File: config.mk
export PLATFORM = sky130hd
export DESIGN_NAME = riscv_alu
export DESIGN_NICKNAME = d
export VERILOG_FILES = /design/src/rtl/alu_pkg.sv /design/src/rtl/alu_shifter.sv /design/src/rtl/riscv_alu.sv
export SDC_FILE = /design/constraint.sdc
export NUM_CORES = 1
export LEC_CHECK = 0
export CELL_PAD_IN_SITES_DETAIL_PLACEMENT = 1
export CELL_PAD_IN_SITES_GLOBAL_PLACEMENT = 2
export CORE_ASPECT_RATIO = 1.75
export CORE_MARGIN = 4
export CORE_UTILIZATION = 34
export DETAILED_ROUTE_END_ITERATION = 7
export GPL_TIMING_DRIVEN = 1
export HOLD_SLACK_MARGIN = 0.06
export PLACE_DENSITY_LB_ADDON = 0.05
export SLEW_MARGIN = 20
export SYNTH_ARGS = -nofsm -noshare
export SYNTH_HDL_FRONTEND = slang
export SYNTH_SLANG_ARGS = --single-unit
File: constraint.sdc
create_clock -name clk -period 5.9 [get_ports clk]
set_input_delay 1.18 -clock clk [delete_from_list [all_inputs] [get_ports clk]]
set_output_delay 1.18 -clock clk [all_outputs]
set_load 0.01 [all_outputs]
File: src/rtl/alu_pkg.sv
// Shared types for the RV32I EX-stage ALU: opcode encoding and datapath width.
package alu_pkg;

  localparam int XLEN = 32;

  typedef enum logic [4:0] {
    ADD_OP   = 5'd0,
    SUB_OP   = 5'd1,
    AND_OP   = 5'd2,
    OR_OP    = 5'd3,
    XOR_OP   = 5'd4,
    SLL_OP   = 5'd5,
    SRL_OP   = 5'd6,
    SRA_OP   = 5'd7,
    SLT_OP   = 5'd8,
    SLTU_OP  = 5'd9,
    ADDI_OP  = 5'd10,
    ANDI_OP  = 5'd11,
    ORI_OP   = 5'd12,
    XORI_OP  = 5'd13,
    SLLI_OP  = 5'd14,
    SRLI_OP  = 5'd15,
    SRAI_OP  = 5'd16,
    SLTI_OP  = 5'd17,
    SLTIU_OP = 5'd18,
    LUI_OP   = 5'd19
  } alu_op_e;

  localparam logic [4:0] FIRST_ILLEGAL_OP = 5'd20;

endpackage

File: src/rtl/alu_shifter.sv
// Combinational barrel shifter shared by all left/right/arithmetic shift opcodes.
module alu_shifter
  import alu_pkg::*;
(
  input  logic [XLEN-1:0] a,
  input  logic [4:0]      shamt,
  input  logic            dir,    // 1 = left, 0 = right
  input  logic            arith,  // right shifts only: replicate sign bit
  output logic [XLEN-1:0] y
);

  logic [XLEN-1:0] right;

  always_comb begin
    right = arith ? XLEN'($signed(a) >>> shamt) : (a >> shamt);
    y     = dir ? (a << shamt) : right;
  end

endmodule

File: src/rtl/riscv_alu.sv
// RV32I integer ALU, one registered output stage (1-cycle latency, no stall).
// Optional ALU_ILLEGAL_OP_EN adds a registered illegal_op flag for opcodes 20..31.
module riscv_alu
  import alu_pkg::*;
(
  input  logic            clk,
  input  logic            rst_n,
  input  logic            in_valid,
  input  logic [XLEN-1:0] operand_a,
  input  logic [XLEN-1:0] operand_b,
  input  logic [4:0]      opcode,
  output logic            out_valid,
  output logic [XLEN-1:0] result
`ifdef ALU_ILLEGAL_OP_EN
  ,
  output logic            illegal_op
`endif
);

  logic [XLEN-1:0] alu_res;
  logic [XLEN-1:0] shift_res;
  logic            shift_left;
  logic            shift_arith;
  logic            op_illegal;

  assign shift_left  = (opcode == SLL_OP) || (opcode == SLLI_OP);
  assign shift_arith = (opcode == SRA_OP) || (opcode == SRAI_OP);
  assign op_illegal  = (opcode >= FIRST_ILLEGAL_OP);

  alu_shifter u_shifter (
    .a     (operand_a),
    .shamt (operand_b[4:0]),
    .dir   (shift_left),
    .arith (shift_arith),
    .y     (shift_res)
  );

  // I-type opcodes share the R-type datapath; immediates are pre-extended on b.
  always_comb begin
    alu_res = '0;
    case (opcode)
      ADD_OP,  ADDI_OP:  alu_res = operand_a + operand_b;
      SUB_OP:            alu_res = operand_a - operand_b;
      AND_OP,  ANDI_OP:  alu_res = operand_a & operand_b;
      OR_OP,   ORI_OP:   alu_res = operand_a | operand_b;
      XOR_OP,  XORI_OP:  alu_res = operand_a ^ operand_b;
      SLL_OP,  SLLI_OP,
      SRL_OP,  SRLI_OP,
      SRA_OP,  SRAI_OP:  alu_res = shift_res;
      SLT_OP,  SLTI_OP:  alu_res = {{(XLEN-1){1'b0}}, $signed(operand_a) < $signed(operand_b)};
      SLTU_OP, SLTIU_OP: alu_res = {{(XLEN-1){1'b0}}, operand_a < operand_b};
      LUI_OP:            alu_res = {operand_b[19:0], 12'b0};
      default:           alu_res = '0;
    endcase
  end

  always_ff @(posedge clk) begin
    if (!rst_n) begin
      out_valid <= 1'b0;
      result    <= '0;
    end else begin
      out_valid <= in_valid;
      if (in_valid) result <= alu_res;
    end
  end

`ifdef ALU_ILLEGAL_OP_EN
  always_ff @(posedge clk) begin
    if (!rst_n)        illegal_op <= 1'b0;
    else               illegal_op <= in_valid && op_illegal;
  end
`else
  logic unused_illegal;
  assign unused_illegal = op_illegal;
`endif

endmodule

Yosys cells after proc, flatten, opt, wreduce, memory -nomap -nowiden
Cells that the tools add are included.
- flip-flop bits (word level): 33
- bits of input ports: 72
- output and inout bits: 33
- word-level logic and storage cells: 44
- $add $sub $neg: 2
- $lt $le $gt $ge: 2
- equal/unequal tests: 19
- shift-type cells: 3
- multiplexer cells: 3
- bitwise operators: 3
- reductions and logical operators: 10
- operator list (cell ; number):
    $pmux 32 s9 ; 1
    $lt 32x32->1 ; 2
    $mux 32 ; 2
    $eq 5x4->1 const B ; 8
    $add 32x32->32 ; 1
    $and 32x32->32 ; 1
    $or 32x32->32 ; 1
    $shl 32x5->32 ; 1
    $shr 32x5->32 ; 1
    $sshr 32x5->32 ; 1
    $sub 32x32->32 ; 1
    $xor 32x32->32 ; 1
    $eq 5x3->1 const B ; 4
    $eq 5x5->1 const B ; 4
    $reduce_or 2->1 ; 6
    $eq 5x2->1 const B ; 2
    $reduce_or 6->1 ; 1
    $eq 5x1->1 const B ; 1
    $logic_not 5->1 ; 1
    $logic_or 1x1->1 ; 2

Logic depth before layout (Yosys ltp)
- depth in word-level cells: 5
- depth in mapped cells: 15
- depth with buffers taken out: 12

Modules after synthesis
A second synthesis with hierarchy kept.
- cell total of the unflattened synthesis: 1483
- area, all modules: 10532.6 µm²
- modules (own cells, without submodules) (module ; instances ; cells an instance ; area an instance (µm²) ; sequential area each (µm²)):
    riscv_alu ; 1 ; 963 ; 6621.4 ; 660.6
    alu_shifter ; 1 ; 520 ; 3911.3 ; 0.0

Worst setup path after synthesis
Ideal clock, no wire load.
- path type: input to register
- start point: input port operand_b[2]
- end point: register result[0]
- setup time: 0.119 ns
- arrival: 4.415 ns
- data required time: 5.781 ns
- slack: 1.366 ns
- stages on the path: 15
- buffers on the path: 4
- cell sequence: inv_1 -> buf_1 -> buf_1 -> buf_2 -> ha_1 -> clkbuf_2 -> o21bai_1 -> a2111oi_0 -> nor4_1 -> o31ai_1 -> a31oi_1 -> nand2_1 -> a2111oi_0 -> nor3_1 -> o221a_2
- longest elaborated chain between the ends: 4
- elaborated cells on any way between the ends: 8
- classes of those cells: order compare (2); shift (3); mux (3)
- RTL lines (element ; line ; text):
    from (decl) ; riscv_alu.sv:10 ; input logic [XLEN-1:0] operand_b,
    parallel branches: the longest is 3 deep, another holds $lt 32x32->1 ; - ;
    $pmux 32 s9 (*) ; riscv_alu.sv:41 ; case (opcode)
    to (signal assigned) ; riscv_alu.sv:63 ; if (in_valid) result <= alu_res;
    to (decl) ; riscv_alu.sv:13 ; output logic [XLEN-1:0] result
Mark *: on every way between the ends.
A chain may end at the register's enable or synchronous reset.

Final worst setup path
- start point: input port operand_a[0]
- end point: register result[0]
- longest elaborated chain between the ends: 4
- elaborated cells on any way between the ends: 13
- classes of those cells: add/sub (2); order compare (2); shift (3); mux (3); bitwise (3)
- RTL lines (element ; line ; text):
    from (decl) ; riscv_alu.sv:9 ; input logic [XLEN-1:0] operand_a,
    parallel branches: the longest is 3 deep, another holds $sub 32x32->32 ; - ;
    $pmux 32 s9 (*) ; riscv_alu.sv:41 ;
Marked as above.

==> results.tsv <==
metric	value	unit
cts_buffer_depth	2	
final_util	40.02	%
async_flop_share	0	%
yosys_warnings	0	
netlist_top_cells_area	ha_1, mux4_2, a21oi_1	
cp-start-kind	primary input	
outcome	finished clean	
max_cap_violations	0	
post-route-drc-count	0	
hold_class	flip-flop to flip-flop	
cp.arrival	5290	ps
setup_tns	0	ps
endpoint_kind	flip-flop	
drt_iter0_drc	1023	
die_h	236.7	µm
die_area	32840	µm²
rsz0062_at_grt	no	
syn-mean-instance-area	7.064	µm²
cp_common_cell	a2111oi_0	
drtAntennaViolNets	0	
crit_type	primary input to flip-flop	
postPlaceCellArea	11620	µm²
hpwl	44890	µm
clock-sinks	33	
final_layout_size_suffix_gt1_share	11.01	%
stdcell_count	1873	
root_buffer	clkbuf_16	
hold_violations	0	
grt.overflow.total	0	
finalSetupViolCount	0	
worst_pin_slew	1135	ps
io_pins	105	
clock_skew	0	ps
stdcell_area	11760	µm²
gr-usage-all-layers	33.54	%
cp_slowest_cell	a2111oi_0	
crit_required	6100	ps
clock_latency	310	ps
synth_cell_types	82	
ys_ff_latch	33	
drv_slew	0	
cts_tree	yes	
cts_setup_buffers	0	
fillerInstances	3686	
clk_pin_slew_worst_paths	70	ps
slowest_delay	590	ps
portBuffers	104	
post_synth_fa_ha_maj_area_fraction	12.33	%
yosysMostFrequentCell	nor2_1	
die_w	138.7	µm
ctsHoldBuffers	0	
grt_pass1_vias	12505	
synthCells	1439	
crit_chain	clkdlybuf4s50_1 > inv_1 > ha_1 > fa_1 > o21bai_1 > a2111oi_0 > nor4_1 > o31ai_1 > a31oi_1 > nand2_1 > a2111oi_0 > nor3_1 > o221a_2	
synth_top_family_by_area	compound AO/OA/AOI/OAI gates	
synth_largest_area_cell	ha_1	
wl	57570	µm
powerDensity	137.1	nW/µm²
min_period	5088	ps
use_met1	38.20	%
grt_pass1_wl	83560	µm
crit_fanout	5	
synth_top_area_share	11.94	%
fmax	196.6	MHz
dp.cells	1864	
fin_nets	1660	
place.gp.congestion	0.9618	
synth_edf_count	0	
antenna_found_initial	1	
synthSimpleGateAreaFrac	19.55	%
slew-limit-headroom	24.20	%
routedWlPerCell	30.74	µm
via_count	12307	
synth_compound_area_share	35.96	%
synth_xor_xnor_area_share	0.6032	%
area_growth	15.71	%
use_met3	2.283	%
power.total	0.001613	W
yosys-top-cells-count	nor2_1, a21oi_1, o21ai_0	
synthesis.area	10160	µm²
grt_max_degree	62	
cts_resized	0	
grt.busiest_layer	met2	
viasPerCell	6.571	
synth_ff_type	dfxtp_1	
fp.coreArea	29390	µm²
num_rows	83	
synth_mux_area_share	16.42	%
initial_core_util	34.59	%
ir_drop	105.4	µV
syn_nets	1610	
grt_use_met2	60.06	%
first_pass_iters	7	
cts-htree-levels	2	
leakage	4.734	nW
synth_seq_area_share	6.499	%
fin_crit_sh	86.23	%
cts_made_buffers	5	
## routing by layer
metal	wire length [µm]	vias to the layer above
li1	-	5508
met1	21990	6187
met2	28860	446
met3	2233	166
met4	4493	0
met5	0	-
## flip-flops by register name, summed over array words and instances (netlist names)
signal and count:
result 32, out_valid 1
## cells by family after synthesis
group	count (synthesis)
multiplexers	117
AO/OA/AOI/OAI	551
XOR/XNOR	7
adder cells (fa/ha/maj)	99
AND/OR/NAND/NOR	414
flip-flops	33
buffers and inverters	218
## cells in the final DEF (no fill, tap or decap), drive strengths merged, types with 28 or more instances in the layout
master and n:
nand2 90, mux2i 52, mux2 28, nor3 35
inv 99, mux4 37, nor2 144, nand3 30
ha 97, buf 62, o211ai 29, o21ai 134
clkdlybuf4s50 100, a221oi 28, a211oi 37, nor2b 34
a21oi 143, dfxtp 33
## worst paths after layout
path | startpoint | cells after the start | slack, ps | endpoint
worst max-delay path | operand_a[0] | 13 | 810 | result[0]$_SDFFE_PN0P_
worst min-delay path | result[3]$_SDFFE_PN0P_ | 2 | 470 | result[3]$_SDFFE_PN0P_
worst max register to register | result[27]$_SDFFE_PN0P_ | 8 | 3630 | result[27]$_SDFFE_PN0P_
worst min register to register | result[3]$_SDFFE_PN0P_ | 2 | 470 | result[3]$_SDFFE_PN0P_
## cell type report
type / instances / area (µm²) / share of cell area [%]
inverters: 99 / 371.6 / 3.160
clock inverters: 3 / 17.52 / 0.1489
diodes: 1 / 2.502 / 0.02128
well taps: 382 / 478.0 / 4.064
repair buffers: 162 / 1459 / 12.40
multi-input cells: 1188 / 8647 / 73.52
flip-flops and latches: 33 / 660.6 / 5.617
clock buffers: 5 / 125.1 / 1.064
## stage by stage
stage	hold slack [ps]	worst slack, ps
after floorplan	486.1	1366
after global placement	451.6	582.1
after detailed placement	451.6	526.5
after CTS	469.4	843.6
after global routing	506.4	517.9
final	465.0	812.3
## critical path: cells and delay by family
kind / cells / cell delay (ps)
AOI/OAI and AO/OA: 6 / 2020
and+or+nand+nor: 3 / 820
adders and majority gates: 2 / 640
buffers and inverters: 2 / 630
## power breakdown
group / switching (W) / internal [W]
Sequential: 0.00000906 / 0.000235
Clock: 0.000141 / 0.000156
Combinational: 0.000679 / 0.000392
Note: power is estimated with default switching activity, not from simulation.
==> edit 1, RTL diff (config.mk and constraints unchanged) <==
The option `ALU_ILLEGAL_OP_EN` is turned on by a define.
--- a/src/rtl/riscv_alu.sv
+++ b/src/rtl/riscv_alu.sv
@@ -1,5 +1,7 @@
 // RV32I integer ALU, one registered output stage (1-cycle latency, no stall).
 // Optional ALU_ILLEGAL_OP_EN adds a registered illegal_op flag for opcodes 20..31.
+`define ALU_ILLEGAL_OP_EN
+
 module riscv_alu
   import alu_pkg::*;
 (
Function (old outputs only; new: illegal_op): kept (Yosys induction, for registers that start in step).
==> edit 1 against the original RTL <==
  * Power rose by 0.42%
  * Design area rose by 0.47%
  * Wire length rose by 3.4%
  * Sequential cell count rose by 1
  * Area after synthesis rose by 0.97%
  * Count of clock-buffer cells in the layout rose by 2
  * Sequential power rose by 2%
  * Non-clock buffer count fell by 5
  * Via count rose by 2.4%
  * Setup slack improved by 0.17 ns
  * Largest power group unchanged
  * Highest routed layer is now met5
==> edit 1: results (changes against the original RTL) <==
outcome:
  outcome: "finished, final reports clean"
floorplan:
  core_area_mm2: 0.0296  # +0.71%
detailed_routing:
  wirelength_mm: 59.5  # +3.4%
  vias: 12600  # +2.4%
  dr_wl_met3_mm: 3.37  # +51%
  drt_iter0_markers: 1185  # +16%
  drt-met1-wl_mm: 23.0  # +4.6%
  firstDrtPassIters: 5  # -2
  routed.top_layer: "met5"
  route.met2.wl_mm: 29.6  # +2.5%
placement:
  dp_slack_ns: 0.757  # +0.231 ns
  numPortBuffers: 105  # +0.96%
  place_hpwl_mm: 47.1  # +5.0%
  place_area_mm2: 0.0117  # +0.58%
  gp_congestion: 0.945  # -1.8%
layout:
  drive_above_1_share: 0.0933  # -0.0168
  antenna_cells: 0  # -1
  fill_cells: 3782  # +2.6%
  largest_registers: "result x32, illegal_op x1, out_valid x1"
  nNetsFinal: 1683  # +1.4%
grt:
  antenna_found_initial: 4  # +3
  grt_use_met2: 0.614  # +0.0137
  met1_usage: 0.418  # +0.0364
  grt_use_total: 0.347  # +0.0115
  use_met3: 0.0311  # +0.00825
  grt_max_degree: 52  # -16%
  grt_pass1_vias: 12800  # +2.7%
  grt_pass1_wl_mm: 87.2  # +4.4%
synth:
  synth_seq_area_share: 0.0663  # +0.00132
  synth_top_cells_by_count: "nor2_1, a21oi_1, o21ai_0"
  syn_nets: 1641  # +1.9%
  synth_cell_types: 86  # +4.9%
  ys_top_cells_by_area: "ha_1, mux4_2, a21oi_1"
sta:
  whs_ns: 0.629  # +0.164 ns
  slew_headroom: 0.291  # +0.0494
  finClkSkew_ns: 0  # unchanged
worst_hold_path:
  hold_path_depth: 3  # +1
  holdCritStartpoint: "result[30]"
setup_path:
  ff2ff_path_depth: 9  # +1
  critical-path-max-stage-delay_ns: 0.68  # +0.09 ns
  reg2reg_slack_ns: 3.58  # -0.05 ns
  cpMaxStageDelayCell: "clkdlybuf4s50_1"
  r2r-end: "result[24]"
  r2r-start: "result[24]"
clocking:
  cts_setup_buffers: 0  # unchanged
power:
  ir_drop_mv: 0.0859  # -19%
-- edit 1: changes by cell type after synthesis, sizes merged, moves of 9 or more --
cell     unedited run  this run
o211ai             29        41
nor2              144       169
a2111oi            12         2
nand2              90       101
buf                36        45
a21oi             143       153
mux4               37        46
a211oi             37        22
a22oi               6        15
mux2               28         6
-- edit 1: layout make-up --
cell class / count / area share
multi-input combinational: 1215 / 0.736
tap: 382 / 0.0404
clock buffer: 7 / 0.0112
inverter: 99 / 0.0314
sequential: 34 / 0.0576
timing repair buffer: 157 / 0.123
-- edit 1: kinds of logic (layout without fill, tap and decap cells) --
logic type      count (synthesis)  count (layout)  share of synthesized area
xor+xnor                       13              13                     0.0111
compound gates                555             555                      0.356
flops                          34              34                     0.0663
buf+inv                       221             263                     0.0873
simple gates                  451             451                      0.206
mux                            97              97                      0.151
fa+ha+maj                      99              99                      0.122
-- edit 1: metrics by stage --
step / cells / util
after global placement: 1887 / 0.395
final: 1894 / 0.399
after global routing: 1894 / 0.399
after CTS: 1894 / 0.399
after floorplan: 1470 / -
after detailed placement: 1887 / 0.395
-- edit 1: report_power, final --
group / leakage (nW) / switching, mW / total, mW / internal [mW]
clock network: 0.0640 / 0.135 / 0.291 / 0.156
registers: 0.276 / 0.00834 / 0.248 / 0.240
logic: 4.35 / 0.702 / 1.08 / 0.378
total: 4.69 / 0.845 / 1.62 / 0.774
-- edit 1: how the worst max path moves through the flow --
stage,start,end,slack [ns],cells after the start
floorplan,operand_b[2],result[30],1.31,14
global placement,operand_a[4],result[23],0.95,11
detailed placement,operand_a[4],result[23],0.76,11
CTS,operand_a[4],result[23],1.07,11
global route,operand_a[4],result[31],0.85,12
finish,operand_a[4],result[23],0.98,11
==> edit 2, RTL diff (same flow settings) <==
Made on the original files. Add an input register stage for `operand_b`, without a reset; this delays it by one clock. The other inputs are not delayed to match.
--- a/src/rtl/riscv_alu.sv
+++ b/src/rtl/riscv_alu.sv
@@ -17,6 +17,12 @@
 `endif
 );
 
+  logic [XLEN-1:0] operand_b_q;
+
+  always_ff @(posedge clk) begin
+    operand_b_q <= operand_b;
+  end
+
   logic [XLEN-1:0] alu_res;
   logic [XLEN-1:0] shift_res;
   logic            shift_left;
@@ -29,7 +35,7 @@
 
   alu_shifter u_shifter (
     .a     (operand_a),
-    .shamt (operand_b[4:0]),
+    .shamt (operand_b_q[4:0]),
     .dir   (shift_left),
     .arith (shift_arith),
     .y     (shift_res)
@@ -39,17 +45,17 @@
   always_comb begin
     alu_res = '0;
     case (opcode)
-      ADD_OP,  ADDI_OP:  alu_res = operand_a + operand_b;
-      SUB_OP:            alu_res = operand_a - operand_b;
-      AND_OP,  ANDI_OP:  alu_res = operand_a & operand_b;
-      OR_OP,   ORI_OP:   alu_res = operand_a | operand_b;
-      XOR_OP,  XORI_OP:  alu_res = operand_a ^ operand_b;
+      ADD_OP,  ADDI_OP:  alu_res = operand_a + operand_b_q;
+      SUB_OP:            alu_res = operand_a - operand_b_q;
+      AND_OP,  ANDI_OP:  alu_res = operand_a & operand_b_q;
+      OR_OP,   ORI_OP:   alu_res = operand_a | operand_b_q;
+      XOR_OP,  XORI_OP:  alu_res = operand_a ^ operand_b_q;
       SLL_OP,  SLLI_OP,
       SRL_OP,  SRLI_OP,
       SRA_OP,  SRAI_OP:  alu_res = shift_res;
-      SLT_OP,  SLTI_OP:  alu_res = {{(XLEN-1){1'b0}}, $signed(operand_a) < $signed(operand_b)};
-      SLTU_OP, SLTIU_OP: alu_res = {{(XLEN-1){1'b0}}, operand_a < operand_b};
-      LUI_OP:            alu_res = {operand_b[19:0], 12'b0};
+      SLT_OP,  SLTI_OP:  alu_res = {{(XLEN-1){1'b0}}, $signed(operand_a) < $signed(operand_b_q)};
+      SLTU_OP, SLTIU_OP: alu_res = {{(XLEN-1){1'b0}}, operand_a < operand_b_q};
+      LUI_OP:            alu_res = {operand_b_q[19:0], 12'b0};
       default:           alu_res = '0;
     endcase
   end
Formal check against the unedited RTL: not equivalent (Yosys sat finds a counterexample within 4 cycles, from zero or initial values and one cycle with rst_n low).
==> edit 2 against the original RTL <==
  * Hold slack improved by 0.10 ns
  * Sequential cell count rose by 32
  * Power rose by 40%
  * Final cell count rose by 8.2%
  * Area after synthesis rose by 7.5%
  * Design area rose by 9.1%
  * Count of clock-buffer cells in the layout rose by 5
  * Clock power rose by 130%
  * Die area rose by 7.1%
  * First-iteration DRC count fell by 4.0%
  * Setup slack got worse by 0.091 ns
  * Wire length rose by 12%
  * Highest routed layer is now met5
==> edit 2: results (changes against the original RTL) <==
layout:
  buf_share: 0.116  # -0.00777
  multi_input_cells: 1284  # +8.1%
  n_all_buffers: 163  # +0.62%
  clock_buffers: 10  # +5
  multi_input_area_share: 0.685  # -0.0499
  fill_cells: 4003  # +8.6%
  seq-cell-share: 0.102  # +0.0462
  register_area_mm2: 0.00131  # +99%
  area_growth_syn_to_layout_pct: 17.4
  non_clock_inverter_count: 102  # +3.0%
  drive_above_1_share: 0.0951  # -0.0150
synth:
  avgSynthCellArea_um2: 6.97  # -1.4%
  ys_top_cells_by_area: "dfxtp_1, ha_1, a21oi_1"
  synth_top_cells_by_count: "a21oi_1, o21ai_0, nand2_1"
  syn_nets: 1739  # +8.0%
  synth_seq_area_share: 0.119  # +0.0541
grt:
  grt_pass1_vias: 13500  # +7.6%
  antenna_found_initial: 2  # +1
  use_met3: 0.0591  # +0.0362
  grt_max_degree: 64  # +3.2%
  grt_use_total: 0.362  # +0.0268
placement:
  dp_slack_ns: 0.413  # -0.113 ns
  gp_congestion: 1.01  # +5.5%
clocking:
  cts.sinks: 65  # +97%
  htreeDepth: 3  # +1
  clk_latency_ns: 0.38  # +0.07 ns
  cts_buffers: 9  # +4
detailed_routing:
  route.met2.wl_mm: 32.0  # +11%
  vias_per_cell: 6.49  # -1.2%
  drt_iter0_markers: 982  # -4.0%
  drt-met1-wl_mm: 23.7  # +7.6%
  dr_wl_met3_mm: 3.74  # +67%
  firstDrtPassIters: 5  # -2
  routed.top_layer: "met5"
worst_hold_path:
  whs_endpoint: "result[1]"
  holdCritStartpoint: "result[1]"
outcome:
  outcome: "finished, final reports clean"
setup_path:
  cp_max_fo: 9  # +4
  reg2reg_slack_ns: 1.59  # -2.04 ns
  r2r-start: "operand_b_q[0]"
  ff2ff_path_depth: 13  # +5
sta:
  finClkSkew_ns: 0.0126  # +0.0126 ns
  slew_headroom: 0.270  # +0.0279
  fin_ws_ns: 0.721  # -0.0912 ns
power:
  p_leak_nw: 5.17  # +9.2%
  switching_share: 0.438  # -0.0763
==> edit 2: logic make-up (layout without fill, tap and decap cells) <==
group,after synthesis,after routing,share of synthesized area
mux,89,89,0.118
buf+inv,219,281,0.0787
compound gates,623,623,0.366
xor+xnor,7,7,0.00561
flops,65,65,0.119
simple gates,466,466,0.198
fa+ha+maj,99,99,0.115
other cells,0,1,0
==> edit 2: worst max-delay path: stages <==
cell and delay (ns):
clkdlybuf4s50_1 0.69, inv_1 0.15, ha_1 0.38, nor2_1 0.08, o311ai_1 0.47, a2111o_1 0.27, nor2b_1 0.37, o21ai_0 0.39
o21ai_0 0.71, o221ai_1 0.29, nor4_1 0.22, a41oi_1 0.08, a31oi_1 0.18
==> edit 2: power by group through the flow <==
stage	clock (mW)	sequential (mW)	combinational, mW
6_report	0.682	0.499	1.08
5_1_grt	0.712	0.501	1.15
4_1_cts	0.699	0.498	1.07
3_5_place_dp	0	0.508	1.06
3_3_place_gp	0	0.507	1.05
2_1_floorplan	0	0.488	0.623
